===== src/rtl/reg_pkg.sv =====
// Shared types for the 32-entry register bank and its write-back queue.
// Register 0 is never stored; addresses index the full 32-entry space.
package reg_pkg;

    localparam int WIDTH = 32;
    localparam int SIZE  = 5;
    localparam int NREGS = 32;

    typedef logic [WIDTH-1:0] word_t;
    typedef logic [SIZE-1:0]  addr_t;

    typedef struct packed {
        addr_t addr;
        word_t data;
    } wb_entry_t;

    function automatic logic [NREGS-1:0] onehot(input addr_t a);
        return NREGS'(1) << a;
    endfunction

endpackage


===== src/rtl/wb_fifo.sv =====
// In-order write-back queue; exposes every slot's valid/addr so the
// register bank can flag registers with writes still in flight.
module wb_fifo
    import reg_pkg::*;
#(
    parameter int DEPTH = 2,
    localparam int PW = $clog2(DEPTH),
    localparam int CW = PW + 1
) (
    input  logic             clk,
    input  logic             reset,
    input  logic             push_i,
    input  wb_entry_t        entry_i,
    input  logic             pop_i,
    output wb_entry_t        head_o,
    output logic             full_o,
    output logic             empty_o,
    output logic [CW-1:0]    count_o,
    output logic [DEPTH-1:0] ent_valid_o,
    output addr_t            ent_addr_o [DEPTH]
);

    wb_entry_t     mem_q [DEPTH];
    logic [PW-1:0] wr_ptr_q;
    logic [PW-1:0] rd_ptr_q;
    logic [CW-1:0] count_q;
    logic [CW-1:0] count_d;
    logic          do_push;
    logic          do_pop;

    assign full_o  = (count_q == CW'(DEPTH));
    assign empty_o = (count_q == '0);
    assign count_o = count_q;
    assign head_o  = mem_q[rd_ptr_q];

    assign do_push = push_i & ~full_o;
    assign do_pop  = pop_i & ~empty_o;

    always_comb begin
        count_d = count_q;
        unique case ({do_push, do_pop})
            2'b10:   count_d = count_q + CW'(1);
            2'b01:   count_d = count_q - CW'(1);
            default: count_d = count_q;
        endcase
    end

    always_ff @(posedge clk or posedge reset) begin
        if (reset) begin
            wr_ptr_q <= '0;
            rd_ptr_q <= '0;
            count_q  <= '0;
            for (int i = 0; i < DEPTH; i++) begin
                mem_q[i] <= '0;
            end
        end else begin
            if (do_push) begin
                mem_q[wr_ptr_q] <= entry_i;
                wr_ptr_q        <= wr_ptr_q + PW'(1);
            end
            if (do_pop) begin
                rd_ptr_q <= rd_ptr_q + PW'(1);
            end
            count_q <= count_d;
        end
    end

    // A slot is live when its distance from the read pointer is below count.
    for (genvar i = 0; i < DEPTH; i++) begin : g_ent
        logic [PW-1:0] off;
        assign off            = PW'(i) - rd_ptr_q;
        assign ent_valid_o[i] = ({1'b0, off} < count_q);
        assign ent_addr_o[i]  = mem_q[i].addr;
    end

endmodule


===== src/rtl/reg_bank_wb.sv =====
// 32-entry register bank fed by a buffered write-back port; commits one
// queued write per cycle and publishes per-register pending-write flags.
module reg_bank_wb
    import reg_pkg::*;
#(
    parameter int DEPTH = 2,
    localparam int CW = $clog2(DEPTH) + 1
) (
    input  logic             clk,
    input  logic             reset,
    input  logic             wr_valid,
    output logic             wr_ready,
    input  addr_t            wr_addr,
    input  word_t            wr_data,
    output word_t            data [0:NREGS-1],
    output logic [NREGS-1:0] busy_vec,
    output logic             commit_valid,
    output addr_t            commit_addr
);

    wb_entry_t        head;
    wb_entry_t        entry_in;
    logic             fifo_full;
    logic             fifo_empty;
    logic [CW-1:0]    fifo_count;
    logic [DEPTH-1:0] ent_valid;
    addr_t            ent_addr [DEPTH];
    logic             push;
    logic             pop;
    logic [NREGS-1:0] busy;

    word_t regs_q [1:NREGS-1];
    logic  commit_valid_q;
    addr_t commit_addr_q;

    assign wr_ready = (fifo_count < CW'(DEPTH));

    // Writes to r0 complete the handshake but are dropped here.
    assign push     = wr_valid & ~fifo_full & (wr_addr != '0);
    assign pop      = ~fifo_empty;
    assign entry_in = '{addr: wr_addr, data: wr_data};

    wb_fifo #(
        .DEPTH(DEPTH)
    ) u_fifo (
        .clk        (clk),
        .reset      (reset),
        .push_i     (push),
        .entry_i    (entry_in),
        .pop_i      (pop),
        .head_o     (head),
        .full_o     (fifo_full),
        .empty_o    (fifo_empty),
        .count_o    (fifo_count),
        .ent_valid_o(ent_valid),
        .ent_addr_o (ent_addr)
    );

    always_ff @(posedge clk or posedge reset) begin
        if (reset) begin
            for (int i = 1; i < NREGS; i++) begin
                regs_q[i] <= '0;
            end
            commit_valid_q <= 1'b0;
            commit_addr_q  <= '0;
        end else begin
            commit_valid_q <= pop;
            if (pop) begin
                commit_addr_q <= head.addr;
                for (int i = 1; i < NREGS; i++) begin
                    if (head.addr == addr_t'(i)) begin
                        regs_q[i] <= head.data;
                    end
                end
            end
        end
    end

    always_comb begin
        data[0] = '0;
        for (int i = 1; i < NREGS; i++) begin
            data[i] = regs_q[i];
        end
    end

    always_comb begin
        busy = '0;
        for (int i = 0; i < DEPTH; i++) begin
            if (ent_valid[i]) begin
                busy = busy | onehot(ent_addr[i]);
            end
        end
        busy[0] = 1'b0;
    end

    assign busy_vec     = busy;
    assign commit_valid = commit_valid_q;
    assign commit_addr  = commit_addr_q;

endmodule

===== config.mk =====
export PLATFORM = sky130hd
export DESIGN_NAME = reg_bank_wb
export DESIGN_NICKNAME = d
export VERILOG_FILES = /design/src/rtl/reg_pkg.sv /design/src/rtl/wb_fifo.sv /design/src/rtl/reg_bank_wb.sv
export SDC_FILE = /design/constraint.sdc
export NUM_CORES = 2
export LEC_CHECK = 0
export ABC_AREA = 1
export CORE_AREA = 2 2 427 429
export CTS_BUF_LIST = sky130_fd_sc_hd__clkbuf_2 sky130_fd_sc_hd__clkbuf_4 sky130_fd_sc_hd__clkbuf_8
export CTS_CLUSTER_SIZE = 12
export DETAILED_ROUTE_END_ITERATION = 12
export DIE_AREA = 0 0 429 431
export REMOVE_ABC_BUFFERS = 1
export SLEW_MARGIN = 20
export SYNTH_ARGS = -nofsm -noshare
export SYNTH_HDL_FRONTEND = slang
export SYNTH_SLANG_ARGS = --single-unit

===== constraint.sdc =====
create_clock -name clk -period 44.2 [get_ports clk]
set_input_delay 8.84 -clock clk [delete_from_list [all_inputs] [get_ports clk]]
set_output_delay 8.84 -clock clk [all_outputs]
set_load 0.01 [all_outputs]

---- Word-level counts from Yosys, hierarchy flattened ----
Cells that the tools add are included.
storage, ports and cells
  input bits .............................. 40
  word-level logic and storage cells ...... 140
  flip-flop bits (word level) ............. 1076
  output and inout bits ................... 1063
cells by class
  bitwise logic cells ..................... 8
  order comparisons ....................... 6
  eq/ne operators ......................... 34
  mux-type cells .......................... 9
  $add $sub $neg .......................... 6
  shifts and indexed selects .............. 2
  reductions and logical operators ........ 35
operator list
  operator              count
  $mux 37               4
  $eq 5x5->1 const B    16
  $bwmux 74             1
  $mux 32               2
  $shl 1x5->32 const A  2
  $reduce_and 2->1      31
  $eq 5x4->1 const B    8
  $demux 37 s1          1
  $or 32x32->32         1
  $eq 5x3->1 const B    4
  $eq 5x2->1 const B    2
  $eq 5x1->1 const B    1
  $reduce_bool 5->1     1
  $eq 2x2->1 const B    2
  $ge 2x2->1 const B    2
  $lt 1x2->1            2
  $not 1->2             2
  $pmux 2 s2            1
  $and 1x1->1           3
  $add 1x1->1 const B   2
  $add 2x1->2 const B   1
  $eq 2x1->1 const B    1
  $logic_not 2->1       1
  $lt 2x1->1 const B    1
  6 further kinds       8

---- Longest topological paths before layout ----
  depth after elaboration ................. 7
  depth in mapped cells ................... 10
  mapped depth without buffers ............ 8

---- Modules after synthesis ----
A second synthesis with hierarchy kept.
unflattened totals
  cell total of the unflattened synthesis .. 5143
  area total of the unflattened synthesis .. 44239.9 µm²
by module, submodules not included
  module       cells an instance  seq. area each (µm²)  area each (µm²)  instances
  reg_bank_wb  4652               24974.0               40391.2          1
  wb_fifo      491                1951.9                3848.7           1

---- Worst setup path before layout ----
No wires, ideal clock.
  path type ............................... reg-to-output
  start point ............................. register u_fifo.rd_ptr_q
  end point ............................... output port busy_vec[16]
  cell stages (with the launch flop) ...... 7
  data required time ...................... 35360 ps
  data arrival time ....................... 1600 ps
  setup slack ............................. 33760 ps
  path buffers ............................ 2
  cell sequence ........................... dfrtp_1 -> buf_4 -> inv_4 -> buf_4 -> o21ai_0 -> nand3_1 -> o21ai_0
between the ends
  cells in the longest elaborated chain, start to end .. 5
ends and longest elaborated chain
  element                 RTL line           text
  from (decl)             wb_fifo.sv:25      logic [PW-1:0] rd_ptr_q;
  from (signal assigned)  wb_fifo.sv:62      rd_ptr_q <= rd_ptr_q + PW'(1);
  $sub 1x1->1             wb_fifo.sv:71      assign off = PW'(i) - rd_ptr_q;
  $lt 1x2->1              wb_fifo.sv:72      assign ent_valid_o[i] = ({1'b0, off} < count_q);
  $mux 32                 reg_bank_wb.sv:89  if (ent_valid[i]) begin
  $or 32x32->32           reg_bank_wb.sv:90  busy = busy | onehot(ent_addr[i]);
  $mux 32 *               reg_bank_wb.sv:89
  to (decl)               reg_bank_wb.sv:16  output logic [NREGS-1:0] busy_vec,
Every way passes the cells marked *; elsewhere a longest branch is shown, timed or not.

---- Worst setup path after layout ----
  start point ............................. register u_fifo.rd_ptr_q
  end point ............................... output port busy_vec[13]
Same word-level chain as after synthesis.

==> results.json <==
{
  "synth_common_cells": "nand2_1 (2303), dfrtp_1 (1076), nand3_1 (1036)",
  "clock_skew_ns": 0.0837,
  "grt_pass1_vias": 38800,
  "cp.arrival_ns": 3.98,
  "hold_viol": 0,
  "clkSinkCount": 1076,
  "whs_ns": 0.466,
  "syn_area_sq_um": 44200,
  "drc": 0,
  "vias": 41100,
  "finalSetupTns_ns": 0,
  "gp_congestion": 0.859,
  "rows": 156,
  "synth_top_area_share_pct": 60.9,
  "setup_viol": 0,
  "cpPeakStageDelay_ns": 0.88,
  "crit_path_start_kind": "flip-flop",
  "syn2layout_area_growth_pct": 37.8,
  "postCtsHoldBufs": 0,
  "ys_types": 24,
  "power_per_cell_area_nw_per_um2": 77.7,
  "nFillCells": 18700,
  "crit_buf_inv": 2,
  "cp-end-kind": "output port",
  "tritoncts": "done",
  "clock_path_buffers": 3,
  "antenna_found_initial": 20,
  "maxCapViolCount": 0,
  "grt_first_pass_wirelength_mm": 291,
  "dieArea_sq_um": 185000,
  "async_reset_ff_share_pct": 100,
  "die_x_um": 429,
  "cp_data_required_time_ns": 35.36,
  "finalCritPeriodShare_pct": 29.0,
  "rsz0062_at_grt": "no",
  "chipHeight_um": 431,
  "numPortBuffers": 1069,
  "cpMaxStageDelayCell": "clkdlybuf4s50_1",
  "first_pass_iters": 8,
  "cts_root_buf": "clkbuf_8",
  "status": "completed",
  "avgSynthCellArea_sq_um": 8.68,
  "cpMostUsedCell": "o21ai_0",
  "dp.cells": 8153,
  "finalInstanceArea_sq_um": 60900,
  "synth_ff_type": "dfrtp_1",
  "initial_utilization_pct": 24.5,
  "vias_per_cell": 4.83,
  "layout_setup_ws_ns": 31.38,
  "postSynthCellCount": 5094,
  "seq_area_sq_um": 26900,
  "fmax_ghz": 0.0780,
  "tightest_slew_ns": 1.18,
  "htreeDepth": 4,
  "pin_count": 1103,
  "grt_max_degree": 172,
  "grt_overflow": 0,
  "drtIter0Drc": 5215,
  "maxSlewViolCount": 0,
  "yosys_warnings": 0,
  "wl_mm": 209,
  "timing_worst_setup_path_type": "flip-flop to output port",
  "clock_latency_ns": 0.99,
  "synth-edff-count": 0,
  "seq_area_frac_synth_pct": 60.9,
  "hold_path_class": "flip-flop to flip-flop",
  "routedWlPerCell_um": 24.6,
  "grt_use_total_pct": 21.8,
  "hpwl_mm": 126,
  "antenna_left": 0,
  "fin_util_pct": 33.8,
  "p_leak_nw": 30.5,
  "clk_pin_slew_ns": 0.05,
  "synth_area_leaders": "dfrtp_1 (61%), nand2_1 (20%), nand3_1 (12%)",
  "ctsResizeCount": 0,
  "multiInputGateArea_sq_um": 15500,
  "crit_fanout": 45,
  "synth_area_leader_cell": "dfrtp_1",
  "worstPathCellList": "inv_4 > o21ai_0 > nand2_1 > o21ai_0 > clkdlybuf4s50_1",
  "stdcell_count": 8513,
  "drive_gt1_share_pct": 8.30,
  "vdd_drop_max_uv": 51.0,
  "nets": 6016,
  "ys_seq_elements": 1076,
  "postCtsSetupRepairBufs": 0,
  "relSlewSlack_pct": 21.2,
  "cts_made_buffers": 191,
  "path_delay_family": "compound AO/OA/AOI/OAI gates",
  "pre_cts_ws_ns": 30.86,
  "period_needed_ns": 12.82,
  "placed_area_sq_um": 56700,
  "core_area_sq_um": 180000,
  "power_mw": 4.73,
  "synth.most_common_cell": "nand2_1"
}
## cell type report
| type | instances | area share [%] |
|---|---|---|
| Sequential cell | 1076 | 44.2 |
| Inverter | 26 | 0.177 |
| Tap cell | 2370 | 4.87 |
| Timing Repair Buffer | 1132 | 18.4 |
| Antenna cell | 14 | 0.0575 |
| Clock inverter | 49 | 0.805 |
| Multi-Input combinational cell | 3549 | 25.4 |
| Clock buffer | 297 | 6.13 |
## path summary, 6_finish.rpt
kind	startpoint	end	slack, ns	depth (start not counted)
worst max register to register	u_fifo.rd_ptr_q	data[264]	39.48	9
max in group asynchronous	reset	data[316]	31.86	6
worst max-delay path	u_fifo.rd_ptr_q	busy_vec[13]	31.38	5
min in group asynchronous	reset	data[937]	8.44	2
worst min register to register	u_fifo.mem_q[44]	u_fifo.mem_q[44]	0.47	2
worst min-delay path	u_fifo.mem_q[44]	u_fifo.mem_q[44]	0.47	2
## worst min-delay path, delay by kind of cell, from the launching register on
family | cells | cell delay, ns
flip-flops | 1 | 0.34
AND/OR/NAND/NOR | 2 | 0.09
## power breakdown
group | leakage (nW) | internal [mW] | total (mW) | switching [mW]
Combinational | 13.8 | 0.758 | 2.14 | 1.38
Clock | 2.23 | 0.575 | 1.03 | 0.455
Sequential | 14.5 | 1.34 | 1.57 | 0.223
Total | 30.5 | 2.68 | 4.73 | 2.06
## layout by cell type (no fill, tap or decap), types with 6 or more instances in the layout
cell / count
nor2_1: 12
o21ai_0: 37
bufinv_16: 6
buf_4: 60
nor2_4: 22
clkinv_2: 26
conb_1: 33
nand2_1: 2267
clkdlybuf4s50_1: 1069
nand2_4: 33
nand2_2: 17
clkbuf_8: 241
nand4_1: 80
dfrtp_1: 1076
inv_1: 17
diode_2: 14
nand3_1: 1022
nand3_2: 15
inv_2: 7
clkinvlp_4: 9
clkbuf_4: 56
## registers in the layout, summed over array words and instances (netlist names)
register,flops
u_fifo.ent_addr_o,10
u_fifo.rd_ptr_q,1
commit_valid,1
u_fifo.count_o,2
u_fifo.wr_ptr_q,1
commit_addr,5
u_fifo.mem_q,64
data,992
## routing by layer
| layer | track usage, % | up-vias | share of wire (%) |
|---|---|---|---|
| li1 | - | 18000 | - |
| met1 | 26.3 | 20500 | 37 |
| met2 | 35.4 | 2074 | 48 |
| met3 | 5.29 | 509 | 8.2 |
| met4 | 12.7 | 12 | 6.0 |
| met5 | 0 | - | 0.039 |
## cells by family after synthesis
kind of cell	Yosys count	synth area share, %
compound gates	39	0.447
xor+xnor	1	0.0198
buf+inv	501	5.23
flops	1076	60.9
other cells	1	0.00848
simple gates	3476	33.4
(Power assumes the default switching activity.)
